File: config.mk
export PLATFORM = sky130hd
export DESIGN_NAME = uart_recv_flat
export DESIGN_NICKNAME = d
export VERILOG_FILES = /design/src/rtl/uart_recv_if.sv /design/src/rtl/uart_recv.sv /design/src/flat_wrapper.sv
export SDC_FILE = /design/constraint.sdc
export NUM_CORES = 1
export LEC_CHECK = 0
export ABC_AREA = 1
export CORE_MARGIN = 3
export CORE_UTILIZATION = 50
export DETAILED_ROUTE_END_ITERATION = 8
export PLACE_DENSITY = 0.71
export SLEW_MARGIN = 5
export SYNTH_ARGS = -nofsm -noshare
export SYNTH_HDL_FRONTEND = slang
export SYNTH_SLANG_ARGS = --single-unit
export TNS_END_PERCENT = 1
File: constraint.sdc
create_clock -name CLK -period 2.85 [get_ports CLK]
set_clock_uncertainty 0.1 [all_clocks]
set_input_delay 0.57 -clock CLK [delete_from_list [all_inputs] [get_ports CLK]]
set_output_delay 0.57 -clock CLK [all_outputs]
set_load 0.1 [all_outputs]
File: src/rtl/uart_recv_if.sv
// ============================================================================
//  Module   : uart_recv_if
//  Brief    : Serial input and parallel byte/strobe outputs of uart_recv.
//  Revision : 1.0 - initial release
// ============================================================================
`default_nettype none

interface uart_recv_if;
    logic       RXD;
    logic [7:0] DATA;
    logic       DATA_READY;
    logic       FRAME_ERR;
    logic       IDLE;

    // Receiver side
    modport slave (
        input  RXD,
        output DATA,
        output DATA_READY,
        output FRAME_ERR,
        output IDLE
    );

    // Line driver / byte consumer side
    modport master (
        output RXD,
        input  DATA,
        input  DATA_READY,
        input  FRAME_ERR,
        input  IDLE
    );
endinterface

`default_nettype wire

File: src/rtl/uart_recv.sv
// ============================================================================
//  Module   : uart_recv
//  Brief    : 8N1 UART receiver, centre sampling, one-cycle byte/error strobes.
//             Optional macro UART_RECV_MAJORITY_EN: 2-of-3 majority per bit.
//  Revision : 1.0 - initial release
// ============================================================================
`default_nettype none

module uart_recv #(
    parameter int BIT_CYCLES = 26
) (
    input  logic   CLK,
    input  logic   RST,
    uart_recv_if.slave bus
);

    localparam int c_half = BIT_CYCLES / 2;
    localparam int c_cw   = $clog2(BIT_CYCLES);

`ifdef UART_RECV_MAJORITY_EN
    // Decision taken one cycle after the centre so all three samples exist
    localparam int c_start_last = c_half;
`else
    localparam int c_start_last = c_half - 1;
`endif

    localparam logic [c_cw-1:0] c_start_end = c_cw'(c_start_last);
    localparam logic [c_cw-1:0] c_bit_end   = c_cw'(BIT_CYCLES - 1);

    typedef enum logic [2:0] {
        S_IDLE  = 3'd0,
        S_START = 3'd1,
        S_DATA  = 3'd2,
        S_STOP  = 3'd3,
        S_BREAK = 3'd4
    } state_t;

    state_t          r_state, w_state_n;
    logic [c_cw-1:0] r_cnt, w_cnt_n;
    logic [2:0]      r_bitidx, w_bitidx_n;
    logic [7:0]      r_shift, w_shift_n;
    logic [7:0]      r_data, w_data_n;
    logic            r_ready, w_ready_n;
    logic            r_ferr, w_ferr_n;

    logic [1:0]      r_sync;
    logic            w_rx_s;
    logic            w_bit;

    always_ff @(posedge CLK or posedge RST) begin
        if (RST) begin
            r_sync <= 2'b11;
        end else begin
            r_sync <= {r_sync[0], bus.RXD};
        end
    end

    assign w_rx_s = r_sync[1];

`ifdef UART_RECV_MAJORITY_EN
    logic [1:0] r_hist;

    always_ff @(posedge CLK or posedge RST) begin
        if (RST) begin
            r_hist <= 2'b11;
        end else begin
            r_hist <= {r_hist[0], w_rx_s};
        end
    end

    assign w_bit = (w_rx_s & r_hist[0]) | (w_rx_s & r_hist[1]) | (r_hist[0] & r_hist[1]);
`else
    assign w_bit = w_rx_s;
`endif

    always_ff @(posedge CLK or posedge RST) begin
        if (RST) begin
            r_state  <= S_IDLE;
            r_cnt    <= '0;
            r_bitidx <= '0;
            r_shift  <= '0;
            r_data   <= '0;
            r_ready  <= 1'b0;
            r_ferr   <= 1'b0;
        end else begin
            r_state  <= w_state_n;
            r_cnt    <= w_cnt_n;
            r_bitidx <= w_bitidx_n;
            r_shift  <= w_shift_n;
            r_data   <= w_data_n;
            r_ready  <= w_ready_n;
            r_ferr   <= w_ferr_n;
        end
    end

    always_comb begin
        w_state_n  = r_state;
        w_cnt_n    = r_cnt;
        w_bitidx_n = r_bitidx;
        w_shift_n  = r_shift;
        w_data_n   = r_data;
        w_ready_n  = 1'b0;
        w_ferr_n   = 1'b0;

        case (r_state)
            S_IDLE: begin
                if (!w_rx_s) begin
                    w_state_n = S_START;
                    w_cnt_n   = '0;
                end
            end

            S_START: begin
                if (r_cnt == c_start_end) begin
                    if (w_bit) begin
                        w_state_n = S_IDLE;
                    end else begin
                        w_state_n  = S_DATA;
                        w_cnt_n    = '0;
                        w_bitidx_n = '0;
                    end
                end else begin
                    w_cnt_n = r_cnt + 1'b1;
                end
            end

            S_DATA: begin
                if (r_cnt == c_bit_end) begin
                    w_cnt_n             = '0;
                    w_shift_n[r_bitidx] = w_bit;
                    w_bitidx_n          = r_bitidx + 1'b1;
                    if (r_bitidx == 3'd7) begin
                        w_state_n = S_STOP;
                    end
                end else begin
                    w_cnt_n = r_cnt + 1'b1;
                end
            end

            S_STOP: begin
                if (r_cnt == c_bit_end) begin
                    w_cnt_n = '0;
                    if (w_bit) begin
                        w_data_n  = r_shift;
                        w_ready_n = 1'b1;
                        w_state_n = S_IDLE;
                    end else begin
                        w_ferr_n  = 1'b1;
                        w_state_n = S_BREAK;
                    end
                end else begin
                    w_cnt_n = r_cnt + 1'b1;
                end
            end

            // Held-low line must go high before a new start bit is accepted
            S_BREAK: begin
                if (w_rx_s) begin
                    w_state_n = S_IDLE;
                end
            end

            default: begin
                w_state_n = S_IDLE;
            end
        endcase
    end

    assign bus.DATA       = r_data;
    assign bus.DATA_READY = r_ready;
    assign bus.FRAME_ERR  = r_ferr;
    assign bus.IDLE       = (r_state == S_IDLE);

endmodule

`default_nettype wire

File: src/flat_wrapper.sv
// flat-port wrapper written by rule: the top's interface ports become plain ports
module uart_recv_flat 
#(
    parameter int BIT_CYCLES = 26
)
  (CLK, RST, bus_RXD, bus_DATA, bus_DATA_READY, bus_FRAME_ERR, bus_IDLE);
  uart_recv_if bus_i ();
  input  logic CLK;
  input  logic RST;
  input wire logic [$bits(bus_i.RXD)-1:0] bus_RXD;
  output wire logic [$bits(bus_i.DATA)-1:0] bus_DATA;
  output wire logic [$bits(bus_i.DATA_READY)-1:0] bus_DATA_READY;
  output wire logic [$bits(bus_i.FRAME_ERR)-1:0] bus_FRAME_ERR;
  output wire logic [$bits(bus_i.IDLE)-1:0] bus_IDLE;
  assign bus_i.RXD = bus_RXD;
  assign bus_DATA = bus_i.DATA;
  assign bus_DATA_READY = bus_i.DATA_READY;
  assign bus_FRAME_ERR = bus_i.FRAME_ERR;
  assign bus_IDLE = bus_i.IDLE;
  uart_recv #(.BIT_CYCLES(BIT_CYCLES)) u_core (.CLK(CLK), .RST(RST), .bus(bus_i));
endmodule
Yosys cells after proc, flatten, opt, wreduce, memory -nomap -nowiden:

Index checks and enable logic that the tools add are counted.

* multiplexer cells: 26
* add/sub/neg operators: 2
* divide/modulo/power cells: 0
* eq/ne operators: 14
* magnitude comparators: 2
* bitwise gates (word level): 0
* reductions and logical operators: 9
* shifts and indexed selects: 0
* $mul: 0

Operator list (number)
* 3-bit 2-to-1 mux: 10
* 5-bit 2-to-1 mux: 3
* 3-bit one-hot mux with 5 select lines: 1
* 5-bit one-hot mux with 3 select lines: 1
* 2-bit by 1-bit != test with 1-bit output, second input constant: 5
* 8-bit bitwise mux: 1
* 1-bit 2-to-1 mux: 7
* 3-bit by 2-bit equality test with 1-bit output, second input constant: 2
* 3-bit equality test, second input constant: 2
* 3-bit one-hot mux with 2 select lines: 1
* 6-bit AND reduction: 1
* 5-bit by 1-bit adder with 5-bit output, second input constant: 1
* 5-bit by 4-bit equality test with 1-bit output, second input constant: 1
* 5-bit equality test, second input constant: 1
* 3-bit by 4-bit less-than comparator with 1-bit output, second input constant: 1
* 2-bit != test, second input constant: 2
* 4-bit AND reduction: 1
* 3-bit by 1-bit adder with 3-bit output, second input constant: 1
* 1-bit demux with 3-bit select: 1
* 3-bit by 1-bit equality test with 1-bit output, second input constant: 1
* 3-bit by 1-bit greater-or-equal comparator with 1-bit output, second input constant: 1
* 3-bit logical NOT: 1
* 3-bit AND reduction: 1
* 3-bit nonzero test: 1
* 5 further kinds: 5

* latch bits: 0
* logic and storage cells: 61
* memory bits (read-only): 0
* memories: 0
* memory bits (writable): 0
* output and inout bits: 11
* input port bits: 3
* bits in registers: 31

Logic depth before layout (Yosys ltp):

* word-level depth: 5
* gate-level depth with buffers: 11
* depth with buffers taken out: 11

Worst setup path before layout:

Ideal clock, no wire load.

* kind: register to output
* start point: reg u_core.r_state[2]
* end point: out bus_IDLE
* arrival: 1854 ps
* buffers on the path: 0
* setup slack: 326 ps
* stages on the path, launching flop included: 4
* data required time: 2180 ps
* path through: dfrtp_1 > inv_4 > nand2_1 > nor2_1

* word-level cells in the longest chain between the ends: 1

Ends and longest elaborated chain
* start: declaration: line uart_recv.sv:38 `state_t r_state, w_state_n;`
* start signal: assignment: line uart_recv.sv:86 `r_state <= w_state_n;`
* 3-bit logical NOT: line uart_recv.sv:172 `assign bus.IDLE = (r_state == S_IDLE);`
* end: declaration: line flat_wrapper.sv:14 `output wire logic [$bits(bus_i.IDLE)-1:0] bus_IDLE;`

No other way between the ends.

Worst setup path in the final report:

Ends and elaborated chain as after synthesis.

==> key figures <==
Floorplan
  – # rows: 19
  – Initial Utilization: 0.549
  – Die area: 3870 sq um
  – Die H: 62.2 microns
  – IO Count: 14
  – Width of the die: 62.2 microns
  – Core area: 2880 sq um

Clock tree
  – Clk slew on worst S/H paths: 0.10 ns
  – Clk buf depth: 2
  – CTS tree: built
  – Cts hold-fix bufs: 0
  – CTS Sinks: 31
  – CTS buffer count: 5
  – Clock Latency Late Sink: 0.32 ns
  – CTS root buffer: clkbuf_4
  – Post-CTS Setup Bufs: 0
  – Resize count post-CTS: 0
  – H-tree levels: 2

Critical path
  – Required time worst endpoint: 2.18 ns
  – Reg2Reg Depth: 8
  – Worst Path Arrival: 1.38 ns
  – CP cell instances: inv_4 > nand2_1 > nor2_1 > buf_4
  – R2r endpoint: u_core.bus.DATA[1]
  – Worst r2r src: u_core.r_cnt[1]
  – CP startpoint kind: flip-flop
  – Register-to-register setup slack: 0.98 ns
  – CP peak stage delay: 0.46 ns
  – Critical path endpoint category: output port
  – WS Path Type: reg2out
  – Crit-path slowest cell: dfrtp_1
  – Max FO, Critical Path: 8

Logic synthesis
  – Post-Syn Area: 1580 sq um
  – Top cell type's share of synthesized area: 0.460
  – Syn Nets: 212
  – Most area-consuming cells after synthesis: dfrtp_1, nand2_1, nand3_1
  – Mapped Cells: 204
  – Sequential area share after synthesis: 0.493
  – Synth area leader: dfrtp_1
  – Yosys cell types: 24
  – Avg Synthesized Cell Area: 7.74 sq um
  – Warnings, synthesis: 0
  – Yosys reg bits: 31

Global routing
  – Antenna violations before repair: 0
  – First-pass GRT wire length: 5.38 mm
  – Largest net degree at the start of global routing: 32
  – Global Route Usage Sum: 0.171
  – Vias in the first global route: 1261
  – Gr ovfl total: 0

Placement
  – Detail Placement HPWL: 2.31 mm
  – Placed cell count: 257
  – Final weighted congestion in routability-driven placement: 0.892
  – IO Port Bufs: 13
  – Placed inst area: 1720 sq um

Hold path
  – Hold Path Class: reg2reg
  – HP Start: u_core.r_sync[0]
  – Hold Path Depth: 0
  – Hold Path End: u_core.r_sync[1]

Routing
  – WL final: 3.05 mm
  – Routed len/inst: 11.5 microns
  – First-iteration detailed-routing DRC count: 51
  – Final ANT Viol Nets: 0
  – DRC viols: 0
  – DR vias/cell: 5.10
  – First-pass DRT Iterations: 4
  – Vias: 1352

STA
  – Crit path time final: 2.05 ns
  – Slew HR: 0.729
  – RSZ-0062 raised after global routing: false
  – Fin crit share: 0.721
  – Worst Max-Slew Pin Slew: 0.405 ns
  – Max frequency: 487 MHz
  – Final setup fails: 0
  – Setup TNS: 0 ns
  – Final Hold Violating Endpoints: 0
  – Slew Viols, Final: 0

Layout
  – Final nets: 230
  – P&R area growth vs syn: 14.5%
  – Post-route non-filler standard cell count: 265
  – Layout Utilization: 0.629
  – Design Area, Final: 1810 sq um
  – Fill cells: 250
  – Share of post-route cells with drive strength above 1: 0.143
  – # diodes: 0

Power and ir drop
  – Maximum VDD drop: 0.521 mV
  – Leak: 0.964 nW
  – P per Cell Area: 734 nW/um^2

Job
  – MaxCap Viol Count: 0

Run status
  – Status: complete, no violations
kinds of logic (layout without fill, tap and decap cells):
group                    after synthesis  in the layout  synth area share
adder cells (fa/ha/maj)                5              5            0.0396
buffers and inverters                 27             46            0.0713
flip-flops                            31             31             0.493
AO/OA/AOI/OAI                         24             24            0.0856
AND/OR/NAND/NOR                      117            117             0.311
power by group:
group	internal (W)	total, W	switching, W
Clock	0.000207	0.000354	0.000147
Combinational	0.000129	0.000440	0.000311
Sequential	0.000479	0.000533	0.0000545
synthesized netlist by cell type (all sizes together):
library cell / number
nand3: 20
o32ai: 1
inv: 24
nand4: 1
o21ai: 13
nor3: 1
nor2: 21
o31ai: 4
dfstp: 2
ha: 5
buf: 2
dfrtp: 29
clkbuf: 1
nand2: 74
a21oi: 5
a31oi: 1
metrics by stage:
stage          power, W  hold slack (ns)  worst slack (ns)
3_5_place_dp   0.000977            0.248              1.00
3_3_place_gp   0.000970            0.248              1.09
6_report        0.00133            0.265             0.795
5_1_grt         0.00142            0.269             0.697
4_1_cts         0.00134            0.266             0.774
2_1_floorplan  0.000881            0.245             0.326
registers in the layout, indices dropped and copies added, names as in the netlist:
name                   flops
u_core.bus.DATA            8
u_core.r_shift             8
u_core.r_state             3
u_core.r_cnt               5
u_core.bus.FRAME_ERR       1
u_core.r_sync              2
u_core.bus.DATA_READY      1
u_core.r_bitidx            3
critical path, delay by kind of cell, from the launching register on:
family / cells / cell delay [ns]
flip-flops: 1 / 0.46
AND/OR/NAND/NOR: 2 / 0.18
buffers and inverters: 2 / 0.43
cell type report:
class	instances	area, sq um	area share
repair buffers	14	110	0.0609
clock buffers	6	51.3	0.0284
clock inverters	2	35.0	0.0194
inverters	24	92.6	0.0512
flip-flops and latches	31	778	0.430
multi-input cells	146	688	0.381
well taps	42	52.6	0.0291
cell usage in the layout (no fill, tap or decap), types with 2 or more instances in the layout:
cell,n
o21ai_1,7
dfrtp_1,29
clkbuf_4,5
nand3_1,19
nand2_1,72
inv_2,3
inv_1,20
dfstp_2,2
clkdlybuf4s50_1,2
ha_1,5
buf_4,12
o31ai_1,4
o21ai_0,6
nand2_2,2
nor2_1,18
a21oi_1,5
nor2_2,2
per-layer routing:
metal	wire length, microns	global-route usage
met1	1470	0.230
met2	1350	0.258
met3	176	0.0523
met4	45	0.0691
met5	0	0
how the worst max path moves through the flow:
stage	startpoint	to	slack (ns)	depth (start not counted)
finish	u_core.r_state[2]	bus_IDLE	0.80	4
detailed placement	u_core.r_cnt[1]	u_core.bus.DATA[5]	1.00	8
CTS	u_core.r_state[2]	bus_IDLE	0.77	4
global route	u_core.r_state[2]	bus_IDLE	0.70	4
global placement	u_core.r_cnt[1]	u_core.bus.DATA[5]	1.09	8
floorplan	u_core.r_state[2]	bus_IDLE	0.33	3
Note: power is estimated with default switching activity, not from simulation.
